### config.mk
export PLATFORM = sky130hd
export DESIGN_NAME = traffic_light
export DESIGN_NICKNAME = d
export VERILOG_FILES = /design/src/rtl/traffic_light.sv
export SDC_FILE = /design/constraint.sdc
export NUM_CORES = 1
export LEC_CHECK = 0
export CORE_MARGIN = 8
export CORE_UTILIZATION = 55
export DETAILED_ROUTE_END_ITERATION = 16
export GPL_ROUTABILITY_DRIVEN = 0
export PLACE_DENSITY_LB_ADDON = 0.12
export SETUP_SLACK_MARGIN = 0.1
export SLEW_MARGIN = 40
export SYNTH_ARGS = -nofsm -noshare
export SYNTH_HDL_FRONTEND = slang
export SYNTH_SLANG_ARGS = --single-unit
### constraint.sdc
create_clock -name clk -period 2.84 [get_ports clk]
set_clock_uncertainty 0.1 [all_clocks]
set_input_delay 0.71 -clock clk [delete_from_list [all_inputs] [get_ports clk]]
set_output_delay 0.71 -clock clk [all_outputs]
set_load 0.005 [all_outputs]
### src/rtl/traffic_light.sv
// Two-way traffic light controller: six-phase Moore FSM (NS green/yellow/all-red,
// EW green/yellow/all-red) with a clock prescaler driving programmable phase lengths.
module traffic_light #(
  parameter int TICK_DIV     = 1,
  parameter int DELAY_GREEN  = 15,
  parameter int DELAY_YELLOW = 3,
  parameter int DELAY_ALLRED = 3
) (
  input  logic clk,
  input  logic rst_n,
  output logic R1,
  output logic Y1,
  output logic G1,
  output logic R2,
  output logic Y2,
  output logic G2
);

  typedef enum logic [2:0] {
    NS_GRN    = 3'd0,
    NS_YEL    = 3'd1,
    ALL_RED_A = 3'd2,
    EW_GRN    = 3'd3,
    EW_YEL    = 3'd4,
    ALL_RED_B = 3'd5
  } state_t;

  // A zero delay or divider is treated as one so every phase lasts at least one tick.
  localparam int unsigned DIV_EFF = (TICK_DIV     < 1) ? 1 : TICK_DIV;
  localparam int unsigned GRN_EFF = (DELAY_GREEN  < 1) ? 1 : DELAY_GREEN;
  localparam int unsigned YEL_EFF = (DELAY_YELLOW < 1) ? 1 : DELAY_YELLOW;
  localparam int unsigned RED_EFF = (DELAY_ALLRED < 1) ? 1 : DELAY_ALLRED;

  localparam logic [31:0] DIV_LAST = 32'(DIV_EFF - 1);
  localparam logic [31:0] GRN_LAST = 32'(GRN_EFF - 1);
  localparam logic [31:0] YEL_LAST = 32'(YEL_EFF - 1);
  localparam logic [31:0] RED_LAST = 32'(RED_EFF - 1);

  state_t      state, state_nxt;
  logic [31:0] cnt, cnt_nxt;
  logic [31:0] psc;
  logic [31:0] phase_last;
  logic        tick;
  logic        illegal;

  // Prescaler: one tick every DIV_EFF clocks
  assign tick = (psc == DIV_LAST);

  always_ff @(posedge clk or negedge rst_n) begin
    if (!rst_n) begin
      psc <= '0;
    end else if (tick) begin
      psc <= '0;
    end else begin
      psc <= psc + 32'd1;
    end
  end

  // Phase state register
  always_ff @(posedge clk or negedge rst_n) begin
    if (!rst_n) begin
      state <= NS_GRN;
      cnt   <= '0;
    end else begin
      state <= state_nxt;
      cnt   <= cnt_nxt;
    end
  end

  // Next-state logic
  always_comb begin
    state_nxt  = state;
    cnt_nxt    = cnt;
    phase_last = '0;
    illegal    = 1'b0;

    case (state)
      NS_GRN:    phase_last = GRN_LAST;
      NS_YEL:    phase_last = YEL_LAST;
      ALL_RED_A: phase_last = RED_LAST;
      EW_GRN:    phase_last = GRN_LAST;
      EW_YEL:    phase_last = YEL_LAST;
      ALL_RED_B: phase_last = RED_LAST;
      default:   illegal    = 1'b1;
    endcase

    if (illegal) begin
      state_nxt = NS_GRN;
      cnt_nxt   = '0;
    end else if (tick) begin
      if (cnt == phase_last) begin
        cnt_nxt = '0;
        case (state)
          NS_GRN:    state_nxt = NS_YEL;
          NS_YEL:    state_nxt = ALL_RED_A;
          ALL_RED_A: state_nxt = EW_GRN;
          EW_GRN:    state_nxt = EW_YEL;
          EW_YEL:    state_nxt = ALL_RED_B;
          default:   state_nxt = NS_GRN;
        endcase
      end else begin
        cnt_nxt = cnt + 32'd1;
      end
    end
  end

  // Lamp decode straight from the state register; unknown codes show all red.
  always_comb begin
    R1 = 1'b1;
    Y1 = 1'b0;
    G1 = 1'b0;
    R2 = 1'b1;
    Y2 = 1'b0;
    G2 = 1'b0;
    case (state)
      NS_GRN: begin
        R1 = 1'b0;
        G1 = 1'b1;
      end
      NS_YEL: begin
        R1 = 1'b0;
        Y1 = 1'b1;
      end
      EW_GRN: begin
        R2 = 1'b0;
        G2 = 1'b1;
      end
      EW_YEL: begin
        R2 = 1'b0;
        Y2 = 1'b1;
      end
      default: ;
    endcase
  end

endmodule

==> metrics.txt <==
sum of routed wire length over all layers=7610 um; number of distinct standard cells referenced by the synthesized netlist=45; I/O pins=8; post-synthesis instance total=370; number of max-capacitance violations reported=0; worst min path class=in2async; maximum number of pins on one net before global-route repair=58; port buffer count=7; area leader, netlist=sky130_fd_sc_hd__dfrtp_1; Nets=390; biggest cell delay along the critical path=0.56 ns; Routed wire per std cell=16.4 um; Sum Neg Setup Slack=0 ns; x dimension of the die=approximately 97 um; Post-Synthesis Cell Area=0.00356 mm2; post-synth top area share=0.470; number of buffers inserted to repair setup after CTS=0; number of buffers inserted for hold repair after clock tree synthesis=0; type of element launching the critical path=register; maximum clock frequency=about 400 MHz; status=completed; dominant synthesized flop cell=sky130_fd_sc_hd__dfrtp_1; global-route wire length before repair=13400 um; fill cell total of the finished layout=551; number of inserted diodes=0; PD cells=452 mW/mm2; Clock Sink Count=67; max-slew violations=0; CTS tree=built; WP data required=3.01 ns; worst-margin pin slew=0.482 ns; dpl hpwl=5140 um; most instantiated library cell after synthesis=sky130_fd_sc_hd__dfrtp_1; ranking of synthesized cells by instance count=sky130_fd_sc_hd__dfrtp_1, sky130_fd_sc_hd__nand2_1, sky130_fd_sc_hd__a21oi_1; clock slew at the register clock pins of the worst setup and hold paths=0.07 ns; number of cell rows=29; Syn Nets=between 300 and 400; die height=96.5 um; total of cells resized after clock tree synthesis=0; root buffer selected by CTS=sky130_fd_sc_hd__clkbuf_8; area added between synthesis and finish=10.8%; Core Region=0.00631 mm2; total of flip-flops plus latches after synthesis=67; Tot GR Track Use=0.185; Critical-path top delay cell=sky130_fd_sc_hd__or4_1; crit path cell chain=inv_1 -> ha_1 -> nor4b_2 -> nand4_1 -> o21a_1 -> buf_4 -> or4_1 -> a21oi_1; Initial Utilization=0.565; Worst Setup End Kind=register; Leakage Power=0.00167 uW; Clock Latency Late Sink=between 0.3 and 0.4 ns; TritonCTS buffer count=9; Final Critical Period=2.57 ns; crit path launch=psc[0]$_DFF_PN0_; final core utilization=0.626; critical path arrival=2.73 ns; sequential-to-total area share from yosys stat=0.470; Crit path buffers/inverters=2; initial drt markers=around 190; Final Hold Violating Endpoints=0; share of flip-flops with an asynchronous set or reset=1.00; number of DRC violations after detailed routing=0; vias in the first global route=2785; setup repair after global routing missed its margin=no; DRT Pass-1 Iters=4; remaining antenna violation count after routing=0; number of flops mapped to enable cells by yosys=0; share of layout cells above drive strength 1=0.108; largest cells by area after synthesis=sky130_fd_sc_hd__dfrtp_1, sky130_fd_sc_hd__xnor2_1, sky130_fd_sc_hd__nand2_1; Final period util=0.903; GR Overflow Total=0; floorplan die area=0.00931 mm2; number of H-tree levels=3; via count=2868; relative slew slack=0.679; maximum fanout encountered on the critical timing path=between 50 and 60; family with the most delay on the worst path=simple AND/OR/NAND/NOR gates; via count normalized by instance count=6.17; internal reg-to-reg setup slack=approximately 0.27 ns; syn_area_per_cell=between 9 and 10 um2; maximum buffer depth of the clock tree=2; total of endpoints with negative setup slack in the final report=0; initial antenna violation count=0; Setup Crit Path Kind=reg2reg; largest voltage drop on the vdd net=0.280 mV; Synth warnings=0; worst reg2reg path startpoint=psc[0]$_DFF_PN0_
## per-layer routing
layer,vias up,track usage,part of all wire
li1,1404,-,-
met1,1390,0.251,0.51
met2,62,0.277,0.44
met3,12,0.0371,0.033
met4,0,0.0870,0.019
met5,-,0,0
## logic make-up after synthesis
group | count (synthesis) | share of synthesized area
xor+xnor | 31 | 0.0762
mux | 1 | 0.00281
buf+inv | 21 | 0.0253
fa+ha+maj | 3 | 0.0105
simple gates | 179 | 0.298
compound gates | 68 | 0.117
flops | 67 | 0.470
## worst register-to-register path, cell delays in order (launching register included)
cell and delay (ns):
sky130_fd_sc_hd__dfrtp_1 0.43, sky130_fd_sc_hd__inv_1 0.08, sky130_fd_sc_hd__ha_1 0.16, sky130_fd_sc_hd__nor4b_2 0.23
sky130_fd_sc_hd__nand4_1 0.23, sky130_fd_sc_hd__o21a_1 0.24, sky130_fd_sc_hd__buf_4 0.27, sky130_fd_sc_hd__or4_1 0.58
sky130_fd_sc_hd__a21oi_1 0.18
## worst paths after layout
check                                 endpoint  cells after the start
max                        cnt[28]$_DFFE_PN0P_                      8
min                          psc[22]$_DFF_PN0_                      2
max reg2reg                cnt[28]$_DFFE_PN0P_                      8
min reg2reg                  psc[19]$_DFF_PN0_                      1
max in group asynchronous   cnt[1]$_DFFE_PN0P_                      2
min in group clk             psc[19]$_DFF_PN0_                      1
## power breakdown
| group | switching (uW) | total [uW] | internal (uW) |
|---|---|---|---|
| Sequential | 0 | 954 | 954 |
| Clock | 346 | 812 | 466 |
| Combinational | 18.8 | 21.1 | 2.33 |
## cell usage in the layout (no fill, tap or decap), types with 13 or more instances in the layout
cell type	netlist	final
sky130_fd_sc_hd__nor2_1	16	16
sky130_fd_sc_hd__xnor2_1	23	23
sky130_fd_sc_hd__dfrtp_1	67	67
sky130_fd_sc_hd__o21ai_0	17	17
sky130_fd_sc_hd__nand2_1	37	37
sky130_fd_sc_hd__nand3_1	26	26
sky130_fd_sc_hd__a21oi_1	27	27
sky130_fd_sc_hd__nor4_1	13	13
sky130_fd_sc_hd__nand4_1	13	13
## registers in the layout, indices dropped and copies added, names as in the netlist
| register | flops |
|---|---|
| cnt | 32 |
| psc | 32 |
| state | 3 |
## per-stage QoR
| stage | power (uW) | cell area (um2) | setup slack, ns | hold slack, ns | instances |
|---|---|---|---|---|---|
| 2_1_floorplan | 972 | 3560 | 0.742 | 0.314 | 370 |
| 3_3_place_gp | 995 | 3750 | 0.444 | 0.377 | 451 |
| 3_5_place_dp | 995 | 3750 | 0.303 | 0.386 | 451 |
| 4_1_cts | 1800 | 3950 | 0.284 | 0.311 | 465 |
| 5_1_grt | 1850 | 3950 | 0.142 | 0.327 | 465 |
| 6_report | 1790 | 3950 | 0.275 | 0.300 | 465 |
## area by class of cell
class                      instances  area, um2  area share
multi-input combinational        282       1800       0.455
sequential                        67       1680       0.424
clock buffer                      12        165      0.0418
timing repair buffer              16        145      0.0367
tap                               77       96.3      0.0244
clock inverter                     2       35.0     0.00887
inverter                           9       33.8     0.00855
No activity file was read; power rests on OpenSTA's default activity.
==> RTL change (config.mk and constraints unchanged) <==
The 6 states of `state_t` get a one-hot encoding in 6 bits.
--- a/src/rtl/traffic_light.sv
+++ b/src/rtl/traffic_light.sv
@@ -18,9 +18,9 @@
 
-  typedef enum logic [2:0] {
-    NS_GRN    = 3'd0,
-    NS_YEL    = 3'd1,
-    ALL_RED_A = 3'd2,
-    EW_GRN    = 3'd3,
-    EW_YEL    = 3'd4,
-    ALL_RED_B = 3'd5
+  typedef enum logic [5:0] {
+    NS_GRN    = 6'b000001,
+    NS_YEL    = 6'b000010,
+    ALL_RED_A = 6'b000100,
+    EW_GRN    = 6'b001000,
+    EW_YEL    = 6'b010000,
+    ALL_RED_B = 6'b100000
   } state_t;
Check against the original RTL: same outputs for any inputs over 10 cycles, from zero or initial values and one cycle with rst_n low; not proved beyond that.
==> RTL change against the original RTL <==
Die area up 2.1%. Routed wire length decreased by 5.3%. Synthesized area increased by 2.5%. Sequential power grew 4.4%. First-iteration DRC count shrank 22%. Sequential cell count up 3. Setup slack worse by 0.13 ns. Total power down 3.0%. Final area is 3.5% higher. Critical path type is now reg2out. Critical endpoint is now Y1. Highest routed layer unchanged.
==> RTL change: results (changes against the original RTL) <==
status: "finished, final reports clean"  # unchanged
worst_hold_path_type: "in2async"  # unchanged
antenna_found_initial: 0  # unchanged
crit_family: "buffers and inverters"  # was simple AND/OR/NAND/NOR gates
ys_warn_count: 0  # unchanged
root_buffer: "clkbuf_8"  # unchanged
peakVddDrop_v: 0.000355  # was 0.000280 V
async_flop_share: 1.00  # unchanged
yosys-top-cells-count: "69 x dfrtp_1, 35 x nor2_1, 30 x xnor2_1"  # was 67 x dfrtp_1, 37 x nand2_1, 27 x a21oi_1
syn_nets: 374  # was 375
critical_path.max_fanout: 6  # was 57
vias: 2713  # was 2868
clockBufferDepth: 2  # unchanged
nNetsFinal: 398  # was 390
r2r-start: "cnt[7]"  # was psc[0]
max_slew_margin: 0.557  # was 0.679
synth_area_leaders: "dfrtp_1 47%, xnor2_1 7.2%, xor2_1 4.8%, nor2_1 3.6%, nand4_1 3.3%"  # was dfrtp_1 47%, xnor2_1 5.7%, nand2_1 3.9%, a21oi_1 3.8%, nand3_1 3.7%
fill_cells: 522  # was 551
critPathMaxStageDelay_ns: 0.54  # was 0.56 ns
timing.hold.ws_ns: 0.276  # was 0.300 ns
clkSlewWorstSetupHoldPaths_ns: 0.07  # about the same
grt_max_degree: 71  # was 58
grt_usage: 0.163  # was 0.185
slowest_stage: "clkdlybuf4s50_1"  # was or4_1
diodes: 0  # unchanged
rr_worst_depth: 6  # was 8
drive_above_1_share: 0.128  # was 0.108
yosysUniqueCellTypes: 49  # was 45
r2r-end: "cnt[29]"  # was cnt[28]
reg_top3: "cnt (32), psc (32), state (6)"  # was cnt (32), psc (32), state (3)
grt_pass1_vias: 2707  # was 2785
hpwl_mm: 4.83  # was 5.14 mm
cts_buffers: 9  # unchanged
drt-initial-drc-count: 145  # was 187
setup_ws_ns: 0.140  # was 0.275 ns
place.port_buffers: 7  # unchanged
seq_area_frac_synth: 0.480  # was 0.470
clk_latency_ns: 0.35
htree_levels: 3  # unchanged
arrival_ns: 1.89  # was 2.73 ns
totalWireLength_mm: 7.21  # was 7.61 mm
tns_ns: 0  # unchanged
firstDrtPassIters: 4  # unchanged
total_leakage_power_nw: 1.88  # was 1.67 nW
pre_cts_ws_ns: 0.378  # was 0.303 ns
grt_pass1_wl_mm: 12.9  # was 13.4 mm
crit_start: "state[2]"  # was psc[0]
critical_path.endpoint: "Y1"  # was cnt[28]
rrSetupSlack_ns: 0.39  # was 0.27 ns
RTL change: logic make-up after synthesis:
kind of cell             count (synthesis)  synth area share
AND/OR/NAND/NOR                        183             0.285
buffers and inverters                   21            0.0312
flip-flops                              70             0.480
AO/OA/AOI/OAI                           37            0.0582
adder cells (fa/ha/maj)                  3            0.0103
multiplexers                             5            0.0151
XOR/XNOR                                50             0.120
RTL change: through the flow:
stage | util | instance area [um^2] | cells | power, W
global placement | 0.601 | 3840 | 453 | 0.00104
finish | 0.640 | 4090 | 475 | 0.00173
global route | 0.640 | 4090 | 475 | 0.00180
floorplan | - | 3650 | 369 | 0.00102
detailed placement | 0.602 | 3840 | 453 | 0.00104
CTS | 0.635 | 4050 | 472 | 0.00176
RTL change: repair_timing:
| item | CTS | global route |
|---|---|---|
| setup buffers | 3 | 3 |
| hold buffers | 0 | 0 |
| cloned | 0 | 0 |
| endpoints found under the setup margin | 3 | 4 |
| pin swaps | 0 | 3 |
| gates resized for setup | 3 | 5 |
RTL change: cell type report:
type,count,area [um^2],share of cell area
multi-input cells,278,1810,0.442
flip-flops and latches,70,1760,0.430
repair buffers,26,223,0.0545
clock buffers,10,138,0.0337
well taps,77,96.3,0.0236
clock inverters,6,37.5,0.00918
inverters,8,30.0,0.00735
RTL change: layer usage:
metal / track usage / vias to the layer above / part of all wire
met5: 0 / - / 0
met2: 0.239 / 30 / 0.44
met4: 0.0513 / 0 / 0.011
li1: - / 1375 / -
met1: 0.219 / 1300 / 0.51
met3: 0.0555 / 8 / 0.035
RTL change: power breakdown:
group | internal [W] | switching (W) | leakage, nW
Combinational | 0.00000340 | 0.0000192 | 0.820
Sequential | 0.000996 | 0 | 0.960
Clock | 0.000337 | 0.000378 | 0.0958
